--- config.mk ---
export PLATFORM = sky130hd
export DESIGN_NAME = uart_tx_arbiter
export DESIGN_NICKNAME = d
export VERILOG_FILES = /design/src/rtl/uart_tx_arbiter.sv
export SDC_FILE = /design/constraint.sdc
export NUM_CORES = 1
export LEC_CHECK = 0
export CAP_MARGIN = 15
export CORE_MARGIN = 10
export CORE_UTILIZATION = 35
export CTS_BUF_LIST = sky130_fd_sc_hd__clkbuf_2
export DETAILED_ROUTE_END_ITERATION = 16
export PLACE_DENSITY = 0.6
export SLEW_MARGIN = 20
export SYNTH_ARGS = -nofsm -noshare
export SYNTH_HDL_FRONTEND = slang
export SYNTH_SLANG_ARGS = --single-unit
export TNS_END_PERCENT = 50
--- constraint.sdc ---
create_clock -name clk -period 2.15 [get_ports clk]
set_input_delay 0.3225 -clock clk [delete_from_list [all_inputs] [get_ports clk]]
set_output_delay 0.3225 -clock clk [all_outputs]
set_load 0.005 [all_outputs]
--- src/rtl/uart_tx_arbiter.sv ---
// Round-robin arbiter sharing one UART transmitter between NUM_REQ byte streams.
// Ownership is held per message and paced by the UART core's start/busy handshake.
module uart_tx_arbiter #(
  parameter int NUM_REQ        = 2,
  parameter int DATA_WIDTH     = 8,
  parameter int TIMEOUT_CYCLES = 1024
) (
  input  logic                          clk,
  input  logic                          reset,
  input  logic [NUM_REQ-1:0]            req_valid,
  input  logic [NUM_REQ*DATA_WIDTH-1:0] req_data,
  input  logic [NUM_REQ-1:0]            req_last,
  output logic [NUM_REQ-1:0]            req_ready,
  output logic [NUM_REQ-1:0]            grant,
  output logic [DATA_WIDTH-1:0]         uart_tx_data,
  output logic                          uart_tx_start,
  input  logic                          uart_tx_busy,
  output logic                          timeout_flag
);

  localparam int IDX_W = (NUM_REQ > 1) ? $clog2(NUM_REQ) : 1;
  localparam int CNT_W = (TIMEOUT_CYCLES > 1) ? $clog2(TIMEOUT_CYCLES) : 1;
  localparam logic [CNT_W-1:0] TMO_LAST = CNT_W'(TIMEOUT_CYCLES - 1);
  localparam logic [IDX_W-1:0] RR_INIT  = IDX_W'(NUM_REQ - 1);

  typedef enum logic [1:0] {
    IDLE      = 2'd0,
    SEND      = 2'd1,
    WAIT_BUSY = 2'd2,
    WAIT_DONE = 2'd3
  } state_t;

  state_t                 state;
  logic [IDX_W-1:0]       owner;
  logic [IDX_W-1:0]       rr_ptr;
  logic [CNT_W-1:0]       tmo_cnt;
  logic                   last_flag;

  logic [IDX_W-1:0]       winner;
  logic                   xfer;
  logic [DATA_WIDTH-1:0]  req_bytes [NUM_REQ];

  // First valid index strictly after ptr, wrapping, so the last owner ranks lowest.
  function automatic logic [IDX_W-1:0] rr_pick(input logic [NUM_REQ-1:0] valid,
                                               input logic [IDX_W-1:0]   ptr);
    logic [IDX_W-1:0] pick;
    logic [IDX_W-1:0] idx_c;
    logic             found;
    int               idx;
    pick  = '0;
    found = 1'b0;
    for (int off = 1; off <= NUM_REQ; off++) begin
      idx = int'(ptr) + off;
      if (idx >= NUM_REQ) idx = idx - NUM_REQ;
      idx_c = IDX_W'(idx);
      if (!found && valid[idx_c]) begin
        pick  = idx_c;
        found = 1'b1;
      end
    end
    return pick;
  endfunction

  function automatic logic [NUM_REQ-1:0] onehot(input logic [IDX_W-1:0] idx);
    logic [NUM_REQ-1:0] v;
    v      = '0;
    v[idx] = 1'b1;
    return v;
  endfunction

  always_comb begin
    for (int i = 0; i < NUM_REQ; i++) begin
      req_bytes[i] = req_data[i*DATA_WIDTH +: DATA_WIDTH];
    end
  end

  assign winner = rr_pick(req_valid, rr_ptr);

  // Ready is only offered to the owner, and only while the UART core is free.
  always_comb begin
    req_ready = '0;
    if (state == SEND) begin
      req_ready[owner] = !uart_tx_busy;
    end
  end

  assign xfer = (state == SEND) && req_valid[owner] && !uart_tx_busy;

  always_ff @(posedge clk) begin
    if (reset) begin
      state         <= IDLE;
      owner         <= '0;
      rr_ptr        <= RR_INIT;
      tmo_cnt       <= '0;
      last_flag     <= 1'b0;
      grant         <= '0;
      uart_tx_data  <= '0;
      uart_tx_start <= 1'b0;
      timeout_flag  <= 1'b0;
    end else begin
      uart_tx_start <= 1'b0;
      timeout_flag  <= 1'b0;
      unique case (state)
        IDLE: begin
          if (|req_valid) begin
            owner   <= winner;
            grant   <= onehot(winner);
            tmo_cnt <= '0;
            state   <= SEND;
          end
        end
        SEND: begin
          if (xfer) begin
            uart_tx_data  <= req_bytes[owner];
            last_flag     <= req_last[owner];
            uart_tx_start <= 1'b1;
            tmo_cnt       <= '0;
            state         <= WAIT_BUSY;
          end else if (tmo_cnt == TMO_LAST) begin
            grant        <= '0;
            rr_ptr       <= owner;
            timeout_flag <= 1'b1;
            tmo_cnt      <= '0;
            state        <= IDLE;
          end else begin
            tmo_cnt <= tmo_cnt + 1'b1;
          end
        end
        // Busy must be seen high before its low level can mean "frame done".
        WAIT_BUSY: begin
          if (uart_tx_busy) begin
            state <= WAIT_DONE;
          end
        end
        WAIT_DONE: begin
          if (!uart_tx_busy) begin
            if (last_flag) begin
              grant  <= '0;
              rr_ptr <= owner;
              state  <= IDLE;
            end else begin
              state <= SEND;
            end
          end
        end
        default: state <= IDLE;
      endcase
    end
  end

endmodule

# After elaboration in Yosys (flattened, before gate mapping)
# Cells that the tools add are included.
[totals]
word_cells = 101
input_bits = 23
out_inout_bits = 14
reg_bits = 27
[op_classes]
mux = 44
n_reduce_logical = 20
addsub = 5
bitwise_logic = 3
n_eq_ne = 11
n_lt_le_gt_ge = 9
[op_table]
columns = ["op", "n"]
rows = [
  ["two-way mux 10 bit", 3],
  ["two-way mux 8 bit", 3],
  ["two-way mux 1 bit", 22],
  ["two-way mux 2 bit", 10],
  ["one-hot mux 10 bit (2 select lines)", 1],
  ["adder 10 x 1 -> 10 bit, second input constant", 1],
  ["== test 10 bit, second input constant", 1],
  ["!= test 2 bit, second input constant", 5],
  ["less-than comparator 1 x 2 -> 1 bit, second input constant", 4],
  ["one-hot mux 2 bit (4 select lines)", 1],
  ["one-hot mux 2 bit (3 select lines)", 1],
  ["AND reduction 2 bit", 3],
  ["AND reduction 6 bit", 1],
  ["logical AND 1 bit", 5],
  ["AND reduction 5 bit", 1],
  ["== test 2 bit, second input constant", 2],
  ["greater-or-equal comparator 2 bit, second input constant", 2],
  ["AND reduction 4 bit", 1],
  ["nonzero test 2 bit", 2],
  ["OR reduction 2 bit", 2],
  ["adder 1 x 2 -> 3 bit, second input constant", 1],
  ["greater-or-equal comparator 3 x 2 -> 1 bit, second input constant", 1],
  ["!= test 3 x 2 -> 1 bit, second input constant", 1],
  ["nonzero test 3 bit", 1],
  ["13 further kinds", 17],
]

# Longest topological paths before layout
# Gate-level depths: netlist of run 1.
[logic_depth]
ltp_word = 15
mapped_depth = 6
depth_no_buf = 5

# Least setup slack after synthesis of run 1
# Ideal clock, no wire load.
[synth_path]
kind = "register -> register"
startpoint = "reg state[0]"
endpoint = "reg tmo_cnt[9]"
required_ns = 2.070
arrival_ns = 1.484
setup_ns = 0.080
n_path_buf = 0
path_stages_with_launch = 5
path_slack_ns = 0.587
synth_period_minus_slack_ns = 1.563
path_cell_list = "dfxtp_1 > nor3_2 > or3_4 > or4_1 > a211oi_2"
[synth_via]
elab_chain_cells = 5
word_cells_on_any_way = 9
cone_classes = "eq/ne: 2; mux: 2; reduce/logical: 5"
[synth_lines]
columns = ["element", "line", "text"]
rows = [
  ["start, declared", "33", "state_t state;"],
  ["start signal, assigned", "91", "state <= IDLE;"],
  ["start signal, assigned", "109", "state <= SEND;"],
  ["start signal, assigned", "118", "state <= WAIT_BUSY;"],
  ["== test 2 x 1 -> 1 bit", "87, 103", ""],
  ["logical AND 1 bit (2 in a row)", "87", "assign xfer = (state == SEND) && req_valid[owner] && !uart_tx_busy;"],
  ["two-way mux 10 bit", "113", "if (xfer) begin"],
  ["one-hot mux 10 bit (2 select lines)", "103", "unique case (state)"],
  ["end signal, assigned", "126", "tmo_cnt <= tmo_cnt + 1'b1;"],
  ["end, declared", "36", "logic [CNT_W-1:0] tmo_cnt;"],
]
# Parallel ways exist; a longest one is shown, timed or not.
# A chain may end at the register's enable or synchronous reset.

# Final worst setup path of run 1
[layout_path]
startpoint = "reg state[0]"
endpoint = "out req_ready[1]"
[layout_via]
elab_chain_cells = 2
[layout_lines]
columns = ["element", "line", "text"]
rows = [
  ["== test 2 x 1 -> 1 bit", "82", "if (state == SEND) begin"],
  ["two-way mux 2 bit", "82", ""],
  ["end, declared", "13", "output logic [NUM_REQ-1:0] req_ready,"],
]
# Every way passes these cells.

==> results of run 1 <==
## stage by stage
| step | cell area, um^2 | std cells | power, mW | TNS (ns) |
|---|---|---|---|---|
| after floorplan | 1296 | 143 | 0.6701 | 0 |
| after global placement | 1759 | 229 | 0.7854 | 0 |
| after detailed placement | 1759 | 229 | 0.7906 | 0 |
| after CTS | 1780 | 233 | 0.9885 | 0 |
| after global routing | 1794 | 233 | 1.038 | -0.02012 |
| final | 1794 | 233 | 0.9810 | 0 |
## final cells by class
class,instances,area (um^2),area share
Multi-Input combinational cell,106,725.7,0.4045
Sequential cell,27,545.5,0.3040
Timing Repair Buffer,46,435.4,0.2427
Tap cell,48,60.06,0.03347
Clock buffer,3,15.01,0.008368
Inverter,2,7.507,0.004184
Clock inverter,1,5.005,0.002789
## final timing paths
path	endpoint	cells after the start	slack, ns
setup / recovery	req_ready[1]	3	0.09
setup reg to reg	rr_ptr$_SDFFE_PP1P_	5	0.42
hold / removal	grant[1]$_SDFFE_PP0P_	2	0.49
hold reg to reg	grant[1]$_SDFFE_PP0P_	2	0.49
## power by group through the flow
stage	clock, mW	combinational [mW]	sequential [mW]
after floorplan	0	0.117	0.553
after global placement	0	0.228	0.557
after detailed placement	0	0.233	0.558
after CTS	0.205	0.233	0.550
after global routing	0.229	0.255	0.554
final	0.198	0.233	0.550
## flip-flops by register name (all words and copies together), names as in the netlist, named ones only
| signal | flops |
|---|---|
| tmo_cnt | 10 |
| uart_tx_data | 8 |
| grant | 2 |
| last_flag | 1 |
| owner | 1 |
| rr_ptr | 1 |
| state | 1 |
| timeout_flag | 1 |
| uart_tx_start | 1 |
## cell families after synthesis
kind of cell	count (synthesis)
flip-flops	27
XOR/XNOR	7
adder cells (fa/ha/maj)	1
multiplexers	12
AND/OR/NAND/NOR	59
AO/OA/AOI/OAI	27
buffers and inverters	10
## metal layers
| metal | share of wire | up-vias |
|---|---|---|
| li1 | - | 615 |
| met1 | 0.49 | 551 |
| met2 | 0.44 | 33 |
| met3 | 0.046 | 6 |
| met4 | 0.019 | 0 |
| met5 | 0 | - |
## critical path, delay by kind of cell (launching register included)
family,cells,cell delay (ns)
DFF,1,0.45
buffers and inverters,1,0.54
and+or+nand+nor,2,0.39
## Yosys cell counts, drive strengths merged (4+ instances only)
cell type,n
dfxtp,27
nor2,17
nor3,14
mux2i,12
a211oi,10
nand2,6
xnor2,6
clkbuf,5
nor4,5
a21oi,4
nand3,4
## what timing repair did
| item | in CTS | in global routing |
|---|---|---|
| pin swaps | 0 | 0 |
| setup endpoints to repair | 2 | 2 |
| gates resized for setup | 1 | 4 |
| setup buffers | 0 | 0 |
==> flow_summary.html, run 1 <==
<table>
<tr><th>Metric</th><th>Value</th></tr>
<tr><th colspan="2">Logic synthesis</th></tr>
<tr><td>Post-synthesis instance area</td><td>1296 um^2</td></tr>
<tr><td>Area share of fa/ha/maj cells after synthesis</td><td>0.009653</td></tr>
<tr><td>Mux cell area share after synthesis</td><td>0.09266</td></tr>
<tr><td>Largest family of logic cells by synthesized area</td><td>simple AND/OR/NAND/NOR gates</td></tr>
<tr><td>Fraction of the mapped netlist area in simple logic gates</td><td>0.2413</td></tr>
<tr><td>Post-Syn Area per Cell</td><td>9.065 um^2</td></tr>
<tr><td>Share of the synthesized netlist area taken by xor and xnor gates</td><td>0.04730</td></tr>
<tr><td>Synth area leaders</td><td>sky130_fd_sc_hd__dfxtp_1, sky130_fd_sc_hd__mux2i_1, sky130_fd_sc_hd__a211oi_1, sky130_fd_sc_hd__nor2_1, sky130_fd_sc_hd__nor3_1</td></tr>
<tr><td>Compound-Gate Fraction of Synth Area</td><td>0.1612</td></tr>
<tr><td>Yosys synthesis warning count</td><td>0</td></tr>
<tr><td>Count of state elements after synthesis</td><td>27</td></tr>
<tr><td>Post-synth top area cell</td><td>sky130_fd_sc_hd__dfxtp_1</td></tr>
<tr><td>Synthesized instance count</td><td>143</td></tr>
<tr><td>Synthesized netlist net count</td><td>167</td></tr>
<tr><td>Count of cell types in the netlist</td><td>37</td></tr>
<tr><td>Portion of the post-synthesis area used by sequential elements</td><td>0.4170</td></tr>
<tr><td>Count of flip-flops with a built-in enable after synthesis</td><td>0</td></tr>
<tr><td>Fraction of post-synthesis cell area in the top cell type by area</td><td>0.4170</td></tr>
<tr><td>Share of flip-flops with an asynchronous set or reset after synthesis</td><td>0</td></tr>
<tr><td>Predominant post-synthesis flop cell</td><td>sky130_fd_sc_hd__dfxtp_1</td></tr>
<tr><th colspan="2">Setup path</th></tr>
<tr><td>Required time of the critical path</td><td>1.83 ns</td></tr>
<tr><td>Critical-path cell with the highest stage delay</td><td>sky130_fd_sc_hd__clkdlybuf4s50_1</td></tr>
<tr><td>Critical Path, Cell by Cell</td><td>nand2b_1 -&gt; nor3b_2 -&gt; clkdlybuf4s50_1</td></tr>
<tr><td>Data arrival time at the worst-slack endpoint</td><td>1.74 ns</td></tr>
<tr><td>Type of the setup path with the least slack</td><td>reg -&gt; out</td></tr>
<tr><td>Crit start category</td><td>register</td></tr>
<tr><td>Launch instance of the worst register-to-register path</td><td>tmo_cnt[0]$_SDFFE_PP0P_</td></tr>
<tr><td>CP Launch Point</td><td>state[0]$_SDFFE_PP0P_</td></tr>
<tr><td>CP Max Fanout</td><td>7</td></tr>
<tr><td>Crit end category</td><td>output port</td></tr>
<tr><td>Slowest Stage Delay on Critical Path</td><td>0.54 ns</td></tr>
<tr><th colspan="2">Final layout</th></tr>
<tr><td>Most common library cell in the layout ignoring fill and taps</td><td>sky130_fd_sc_hd__clkdlybuf4s50_1</td></tr>
<tr><td>Number of diodes added for antenna fixing</td><td>0</td></tr>
<tr><td>Share of post-route cells with drive strength above 1</td><td>0.1351</td></tr>
<tr><td>Final core utilization</td><td>0.4938</td></tr>
<tr><td>Layout net count</td><td>210</td></tr>
<tr><td>Most frequent cells in the layout</td><td>sky130_fd_sc_hd__clkdlybuf4s50_1, sky130_fd_sc_hd__dfxtp_1, sky130_fd_sc_hd__nor2_1</td></tr>
<tr><td>Area growth from synthesis to final layout</td><td>38.42%</td></tr>
<tr><td>FILL cells</td><td>359</td></tr>
<tr><th colspan="2">Placed design</th></tr>
<tr><td>Quantity of I/O buffers inserted on ports</td><td>36</td></tr>
<tr><td>Placement-stage worst setup slack</td><td>0.07454 ns</td></tr>
<tr><td>Post-DP HPWL</td><td>2662 um</td></tr>
<tr><td>Routability cong.</td><td>0.8155</td></tr>
<tr><th colspan="2">Timing</th></tr>
<tr><td>Worst slew margin</td><td>0.7238</td></tr>
<tr><td>Final number of setup-violating endpoints</td><td>0</td></tr>
<tr><td>Max Clock Skew</td><td>0.01070 ns</td></tr>
<tr><td>Worst slack on hold paths</td><td>0.4948 ns</td></tr>
<tr><td>Pin slew with the least headroom to its limit</td><td>0.4121 ns</td></tr>
<tr><td>Highest achievable clock rate</td><td>484.5 MHz</td></tr>
<tr><td>Final slew viol count</td><td>0</td></tr>
<tr><td>Time the worst path needs with I/O delays and setup</td><td>2.064 ns</td></tr>
<tr><td>Fin worst setup slack</td><td>0.08605 ns</td></tr>
<tr><td>Final critical-path share of the clock period</td><td>0.9600</td></tr>
<tr><td>Count of endpoints failing hold in the final timing report</td><td>0</td></tr>
<tr><td>Unrepaired setup endpoints after global routing</td><td>yes</td></tr>
<tr><th colspan="2">Flow run</th></tr>
<tr><td>Max-cap check violation count</td><td>0</td></tr>
<tr><th colspan="2">Power and ir drop</th></tr>
<tr><td>Internal Dissipation</td><td>699.1 uW</td></tr>
<tr><td>Switching power share of the total</td><td>0.2874</td></tr>
<tr><td>Worst voltage drop across the vdd grid</td><td>0.3213 mV</td></tr>
<tr><td>Power per cell area</td><td>546.8 nW/um^2</td></tr>
<tr><td>Clk pwr share</td><td>0.202</td></tr>
<tr><td>Leakage</td><td>0.5954 nW</td></tr>
<tr><td>Share of total power in combinational logic</td><td>0.237</td></tr>
<tr><td>Relative contribution of sequential cells to total power</td><td>0.561</td></tr>
<tr><td>Switching power total</td><td>281.9 uW</td></tr>
<tr><th colspan="2">CTS</th></tr>
<tr><td>CTS tree</td><td>yes</td></tr>
<tr><td>Clock transition at the registers of the reported paths</td><td>0.27 ns</td></tr>
<tr><td>H-tree level count</td><td>1</td></tr>
<tr><td>Number of hold buffers added after CTS</td><td>0</td></tr>
<tr><td>Clock network latency to the later pin of the worst-skew pair</td><td>0.36 ns</td></tr>
<tr><td>Cell chosen for the clock root</td><td>sky130_fd_sc_hd__clkbuf_2</td></tr>
<tr><td>Num CTS Buffers</td><td>3</td></tr>
<tr><td>Buffer levels on the longest clock path</td><td>2</td></tr>
<tr><td>TritonCTS sink count</td><td>27</td></tr>
<tr><th colspan="2">GRT</th></tr>
<tr><td>Met1 Use GR</td><td>0.1426</td></tr>
<tr><td>Antenna violations before repair</td><td>0</td></tr>
<tr><td>Global-route track usage on met2</td><td>0.1529</td></tr>
<tr><td>GR Layer Usage met3</td><td>0.01545</td></tr>
<tr><td>Largest net degree at the start of global routing</td><td>16</td></tr>
<tr><td>Wire length of the first global-routing pass</td><td>5478 um</td></tr>
<tr><td>Most crowded layer after global routing</td><td>met2</td></tr>
<tr><td>Overall Global Routing Usage</td><td>0.1026</td></tr>
<tr><td>Overflow left after global routing</td><td>0</td></tr>
<tr><td>Via count of the first global-routing pass</td><td>1119</td></tr>
<tr><th colspan="2">Detailed routing</th></tr>
<tr><td>Initial DRC Count</td><td>45</td></tr>
<tr><td>DRT Wirelength</td><td>3435 um</td></tr>
<tr><td>Vias per cell</td><td>5.172</td></tr>
<tr><td>Iteration count of the initial detailed-routing pass</td><td>4</td></tr>
<tr><td>Number of nets with antenna violations after detailed routing</td><td>0</td></tr>
<tr><td>Count of vias placed by the detailed router</td><td>1205</td></tr>
<tr><td>Number of remaining DRC errors</td><td>0</td></tr>
<tr><td>Per-cell routed wire length</td><td>14.74 um</td></tr>
<tr><th colspan="2">Status</th></tr>
<tr><td>Run status</td><td>finished clean</td></tr>
<tr><th colspan="2">Floorplanning</th></tr>
<tr><td>Horiz. Die Dim</td><td>80.86 um</td></tr>
<tr><td>Vertical die dimension</td><td>80.86 um</td></tr>
<tr><td>Count of standard-cell rows</td><td>22</td></tr>
<tr><td>Floorplan die area</td><td>6538 um^2</td></tr>
<tr><td>Initial Util</td><td>0.3567</td></tr>
<tr><td>IO Count</td><td>37</td></tr>
<tr><td>Placeable core area</td><td>3633 um^2</td></tr>
<tr><th colspan="2">Hold path</th></tr>
<tr><td>Hold Startpoint</td><td>grant[1]$_SDFFE_PP0P_</td></tr>
<tr><td>Path class of the lowest-slack min-delay path</td><td>reg -&gt; reg</td></tr>
</table>
Note: power is estimated with default switching activity, not from simulation.
==> inputs of run 2 (changes only) <==
SLEW_MARGIN = not set   (was 20)
==> results of run 2 <==
Same layout as run 1: the final DEF is identical, and so are final timing and power.
